### src/rtl/perf_counter_bank.sv
// perf_counter_bank: N-channel event counter bank with sticky overflow flags,
// atomic snapshot into shadow registers, soft clear and a registered read port.
// Optional threshold interrupt is built when PERF_CNT_THRESH_EN is defined.
// The per-channel strobe port is named evt ("event" is a reserved word).
module perf_counter_bank #(
  parameter int NUM_CH   = 4,
  parameter int WIDTH    = 32,
  parameter int SEL_W    = 2,
  parameter int SAT_MODE = 0
) (
  input  logic              clk,
  input  logic              clr_n,
  input  logic              enable,
  input  logic [NUM_CH-1:0] evt,
  input  logic              sw_clear,
  input  logic              snap,
  input  logic [SEL_W-1:0]  rd_sel,
`ifdef PERF_CNT_THRESH_EN
  input  logic [WIDTH-1:0]  thresh_val,
  input  logic [SEL_W-1:0]  thresh_ch,
  input  logic              irq_ack,
  output logic              irq,
`endif
  output logic [WIDTH-1:0]  rd_data,
  output logic              rd_ovf,
  output logic [NUM_CH-1:0] ovf_flags,
  output logic              snap_valid
);

  localparam logic [WIDTH-1:0] CNT_MAX = '1;

  logic [WIDTH-1:0]  cnt     [NUM_CH];
  logic [WIDTH-1:0]  cnt_nxt [NUM_CH];
  logic [WIDTH-1:0]  shadow  [NUM_CH];
  logic [NUM_CH-1:0] inc;
  logic [NUM_CH-1:0] at_max;
  logic [WIDTH-1:0]  sel_data_p0;
  logic              sel_ovf_p0;

  // Per-channel increment request and next value (wrap or saturate at max)
  always_comb begin
    inc    = '0;
    at_max = '0;
    for (int i = 0; i < NUM_CH; i++) begin
      inc[i]    = enable & evt[i];
      at_max[i] = (cnt[i] == CNT_MAX);
      if (at_max[i])
        cnt_nxt[i] = (SAT_MODE != 0) ? cnt[i] : '0;
      else
        cnt_nxt[i] = cnt[i] + WIDTH'(1);
    end
  end

  // Live counters, sticky flags, shadows and snapshot flag; clear beats count
  always_ff @(posedge clk or negedge clr_n) begin
    if (!clr_n) begin
      for (int i = 0; i < NUM_CH; i++) begin
        cnt[i]    <= '0;
        shadow[i] <= '0;
      end
      ovf_flags  <= '0;
      snap_valid <= 1'b0;
    end else begin
      for (int i = 0; i < NUM_CH; i++) begin
        if (snap)
          shadow[i] <= cnt[i];
        if (sw_clear)
          cnt[i] <= '0;
        else if (inc[i])
          cnt[i] <= cnt_nxt[i];
      end
      if (sw_clear)
        ovf_flags <= '0;
      else
        ovf_flags <= ovf_flags | (inc & at_max);
      if (snap)
        snap_valid <= 1'b1;
      else if (sw_clear)
        snap_valid <= 1'b0;
    end
  end

  // Read select mux; out-of-range selects fall through to zero
  always_comb begin
    sel_data_p0 = '0;
    sel_ovf_p0  = 1'b0;
    for (int i = 0; i < NUM_CH; i++) begin
      if (rd_sel == SEL_W'(i)) begin
        sel_data_p0 = shadow[i];
        sel_ovf_p0  = ovf_flags[i];
      end
    end
  end

  // ---- read stage p0 -> p1 ----
  // Registered read port feeding the display path
  always_ff @(posedge clk or negedge clr_n) begin
    if (!clr_n) begin
      rd_data <= '0;
      rd_ovf  <= 1'b0;
    end else begin
      rd_data <= sel_data_p0;
      rd_ovf  <= sel_ovf_p0;
    end
  end

`ifdef PERF_CNT_THRESH_EN
  logic thresh_hit;

  // Selected channel actually steps onto the threshold (saturation hold excluded)
  always_comb begin
    thresh_hit = 1'b0;
    for (int i = 0; i < NUM_CH; i++) begin
      if ((thresh_ch == SEL_W'(i)) && inc[i] && !sw_clear &&
          !(at_max[i] && (SAT_MODE != 0)) && (cnt_nxt[i] == thresh_val))
        thresh_hit = 1'b1;
    end
  end

  // Sticky interrupt; a new hit wins over acknowledge
  always_ff @(posedge clk or negedge clr_n) begin
    if (!clr_n)
      irq <= 1'b0;
    else if (thresh_hit)
      irq <= 1'b1;
    else if (irq_ack || sw_clear)
      irq <= 1'b0;
  end
`endif

endmodule

### config.mk
export PLATFORM = sky130hd
export DESIGN_NAME = perf_counter_bank
export DESIGN_NICKNAME = d
export VERILOG_FILES = /design/src/rtl/perf_counter_bank.sv
export SDC_FILE = /design/constraint.sdc
export NUM_CORES = 1
export LEC_CHECK = 0
export BUFFER_PORTS_ARGS = -buffer_cell sky130_fd_sc_hd__buf_2
export CAP_MARGIN = 20
export CORE_MARGIN = 2
export CORE_UTILIZATION = 30
export CTS_BUF_LIST = sky130_fd_sc_hd__clkbuf_2
export DETAILED_ROUTE_END_ITERATION = 12
export PLACE_DENSITY = 0.51
export SKIP_LAST_GASP = 1
export SYNTH_ARGS = -nofsm -noshare
export SYNTH_HDL_FRONTEND = slang
export SYNTH_SLANG_ARGS = --single-unit
### constraint.sdc
create_clock -name clk -period 4.75 [get_ports clk]
set_clock_uncertainty 0.1 [all_clocks]
set_input_delay 0 -clock clk [delete_from_list [all_inputs] [get_ports clk]]
set_output_delay 0 -clock clk [all_outputs]
set_load 0.01 [all_outputs]
==> impl_metrics.tcl <==
set metrics [dict create \
    outcome "completed" \
    routedWlPerCell_um 18.5 \
    fin_crit_ps 3000 \
    die-area_um2 46300 \
    grt_pass1_vias 9543 \
    drt_wl_total_um 34800 \
    synth-async-reset-ratio 1.00 \
    clock_path_buffers 3 \
    area_growth_pct 13.8 \
    io_buffers 48 \
    synth.avg_cell_area_um2 12.1 \
    io_pins 49 \
    cp-end-kind "flop" \
    hpwl_um 24000 \
    pwr-share-clk 0.386 \
    tns_ps 0 \
    drive_gt1_frac 0.278 \
    startpoint_type "flop" \
    grt_max_degree 115 \
    ys_ff_latch 294 \
    pwr_density_cell_nw_per_um2 292 \
    crit_arrival_ps 3740 \
    power_switching_mw 1.20 \
    setup_violations 0 \
    nFillCells 4536 \
    synth_edf_count 0 \
    utilization 0.345 \
    power_mw 4.44 \
    max_freq_ghz 0.333 \
    regArea_um2 7360 \
    timing.final.crit_share 0.633 \
    cts_root_buf "clkbuf_2" \
    row_count 77 \
    path_clk_slew_ps 100 \
    die_h_um 215 \
    ant_nets 0 \
    drc 0 \
    ys_seq_area_frac 0.550 \
    cts_buffers 80 \
    peakVddDrop_v 0.0000978 \
    clock_latency_ps 900 \
    rsz0062_at_grt "no" \
    path_class "flop to flop" \
    initial_utilization 0.303 \
    worst_slack_ps 1750 \
    cp.required_ps 5480 \
    drtIter0Drc 589 \
    firstDrtPassIters 6 \
    die_w_um 215 \
    ys_warn_count 0 \
    clock-sinks 294 \
    synthDistinctLibCells 56 \
    p_seq_frac 0.568 \
    crit_path_max_fanout 9 \
    multi_input_area_um2 5780 \
    cap_violations 0 \
    fin_nets 1244 \
    synth_nets 1124 \
    leakagePower_nw 6.99 \
    internal-power_mw 3.24 \
    final_max_slew_viol_count 0 \
    post_cts_resized 0 \
    grt_pass1_wl_um 55600 \
    power.share.combinational 0.046 \
    dp_worst_setup_slack_ps 2060 \
    hold_class "input port to flop" \
    htreeDepth 3 \
    core_area_um2 44100 \
    num_vias 9256 \
    gp_congestion 0.865 \
    hold_viol 0 \
    synthesis.area_um2 13400 \
    tightest_slew_ps 1020 \
    max_slew_margin 0.313 \
    vias_per_cell 4.92 \
    ys.flop_type "dfrtp_1" \
    synthCells 1109 \
    cts_tree "done" \
    track_usage 0.154 \
    antenna_found_initial 2 \
    p_sw_frac 0.270 \
    grt_overflow_total 0 \
]
synthesized netlist by cell type (3+ instances only):
| cell type | number | area [um2] |
|---|---|---|
| mux2i_1 | 4 | 40.0 |
| a32o_1 | 4 | 40.0 |
| a21o_1 | 8 | 60.1 |
| or4_1 | 6 | 45.0 |
| a21oi_1 | 10 | 50.1 |
| dfrtp_1 | 294 | 7360 |
| nor4_1 | 24 | 150 |
| nand3_1 | 60 | 300 |
| or3_1 | 4 | 25.0 |
| xnor2_1 | 44 | 385 |
| xor2_1 | 55 | 482 |
| buf_1 | 7 | 26.3 |
| nor3_1 | 24 | 120 |
| nor2_1 | 126 | 473 |
| o21ai_0 | 12 | 60.1 |
| o211ai_1 | 4 | 30.0 |
| nand4_1 | 45 | 282 |
| inv_1 | 14 | 52.6 |
| and3_1 | 17 | 106 |
| a31oi_1 | 8 | 50.1 |
| nand2_1 | 62 | 233 |
| mux2_2 | 128 | 1440 |
| ha_1 | 4 | 50.1 |
| mux4_2 | 33 | 743 |
| nand4b_1 | 3 | 26.3 |
| and2_1 | 14 | 87.6 |
| and4_1 | 16 | 140 |
| clkbuf_1 | 38 | 143 |
sequential cells by signal (all words and copies together), names as in the netlist:
signal,cells
shadow,128
rd_data,32
cnt,128
rd_ovf,1
ovf_flags,4
snap_valid,1
worst paths after layout:
| path | start | slack [ps] | end | cells past startpoint |
|---|---|---|---|---|
| worst min register to register | snap_valid$_DFFE_PN0P_ | 400 | snap_valid$_DFFE_PN0P_ | 1 |
| worst max register to register | cnt[8]$_DFFE_PN0P_ | 1750 | cnt[29]$_DFFE_PN0P_ | 6 |
| worst min-delay path | evt[0] | 100 | cnt[96]$_DFFE_PN0P_ | 5 |
| worst max-delay path | cnt[8]$_DFFE_PN0P_ | 1750 | cnt[29]$_DFFE_PN0P_ | 6 |
| max in group asynchronous | clr_n | 3780 | shadow[43]$_DFFE_PN0P_ | 4 |
| min in group asynchronous | clr_n | 230 | cnt[96]$_DFFE_PN0P_ | 4 |
repair_timing:
action                                  in CTS  in global routing
setup buffers                                0                  0
hold endpoints to repair                   511                  0
hold buffers                                24                  0
endpoints found under the setup margin       0                  0
metrics by stage:
| step | area [um2] | hold slack [ps] | instances |
|---|---|---|---|
| after floorplan | 13400 | -396 | 1109 |
| after global placement | 14300 | 72.3 | 1714 |
| after detailed placement | 14300 | 76.0 | 1714 |
| after CTS | 15200 | 14.7 | 1878 |
| after global routing | 15200 | 70.6 | 1881 |
| final | 15200 | 97.6 | 1882 |
cell usage in the layout (no fill, tap or decap), types with 17 or more instances in the layout:
| cell type | count |
|---|---|
| and3_1 | 17 |
| buf_2 | 47 |
| clkbuf_2 | 120 |
| dfrtp_1 | 294 |
| dlygate4sd3_1 | 23 |
| mux2_2 | 128 |
| mux4_2 | 33 |
| nand2_1 | 62 |
| nand3_1 | 60 |
| nand4_1 | 45 |
| nor2_1 | 126 |
| nor3_1 | 24 |
| nor4_1 | 24 |
| xnor2_1 | 44 |
| xor2_1 | 55 |
area by class of cell:
| cell class | count | share of cell area |
|---|---|---|
| Inverter | 14 | 0.00345 |
| Multi-Input combinational cell | 755 | 0.380 |
| Clock buffer | 120 | 0.0395 |
| Clock inverter | 20 | 0.00493 |
| Sequential cell | 294 | 0.484 |
| Tap cell | 592 | 0.0487 |
| Antenna cell | 3 | 0.000493 |
| Timing Repair Buffer | 84 | 0.0393 |
layer usage:
layer | share of wire | GRT usage | vias up
met1 | 0.45 | 0.208 | 4622
met3 | 0.046 | 0.0321 | 76
met2 | 0.48 | 0.246 | 228
met4 | 0.024 | 0.0540 | 0
met5 | 0 | 0 | -
li1 | - | - | 4330
worst max-delay path, stage by stage, from the launching register on:
cell           delay, ps
dfrtp_1              480
nand4_2              260
or4_4                660
or4_4                540
or3_1                310
nand3_1               80
dlygate4sd3_1        550
kinds of logic after synthesis:
family	after synthesis	share of synthesized area
simple gates	422	0.164
flops	294	0.550
mux	165	0.166
xor+xnor	99	0.0648
compound gates	65	0.0333
buf+inv	60	0.0174
fa+ha+maj	4	0.00374
power by group through the flow:
stage	clock network [mW]	registers [mW]	logic, mW
after global placement	0	2.57	0.196
after detailed placement	0	2.57	0.197
after floorplan	0	2.57	0.0996
after CTS	1.80	2.52	0.214
final	1.71	2.52	0.205
after global routing	1.94	2.52	0.230
Note: power is estimated with default switching activity, not from simulation.
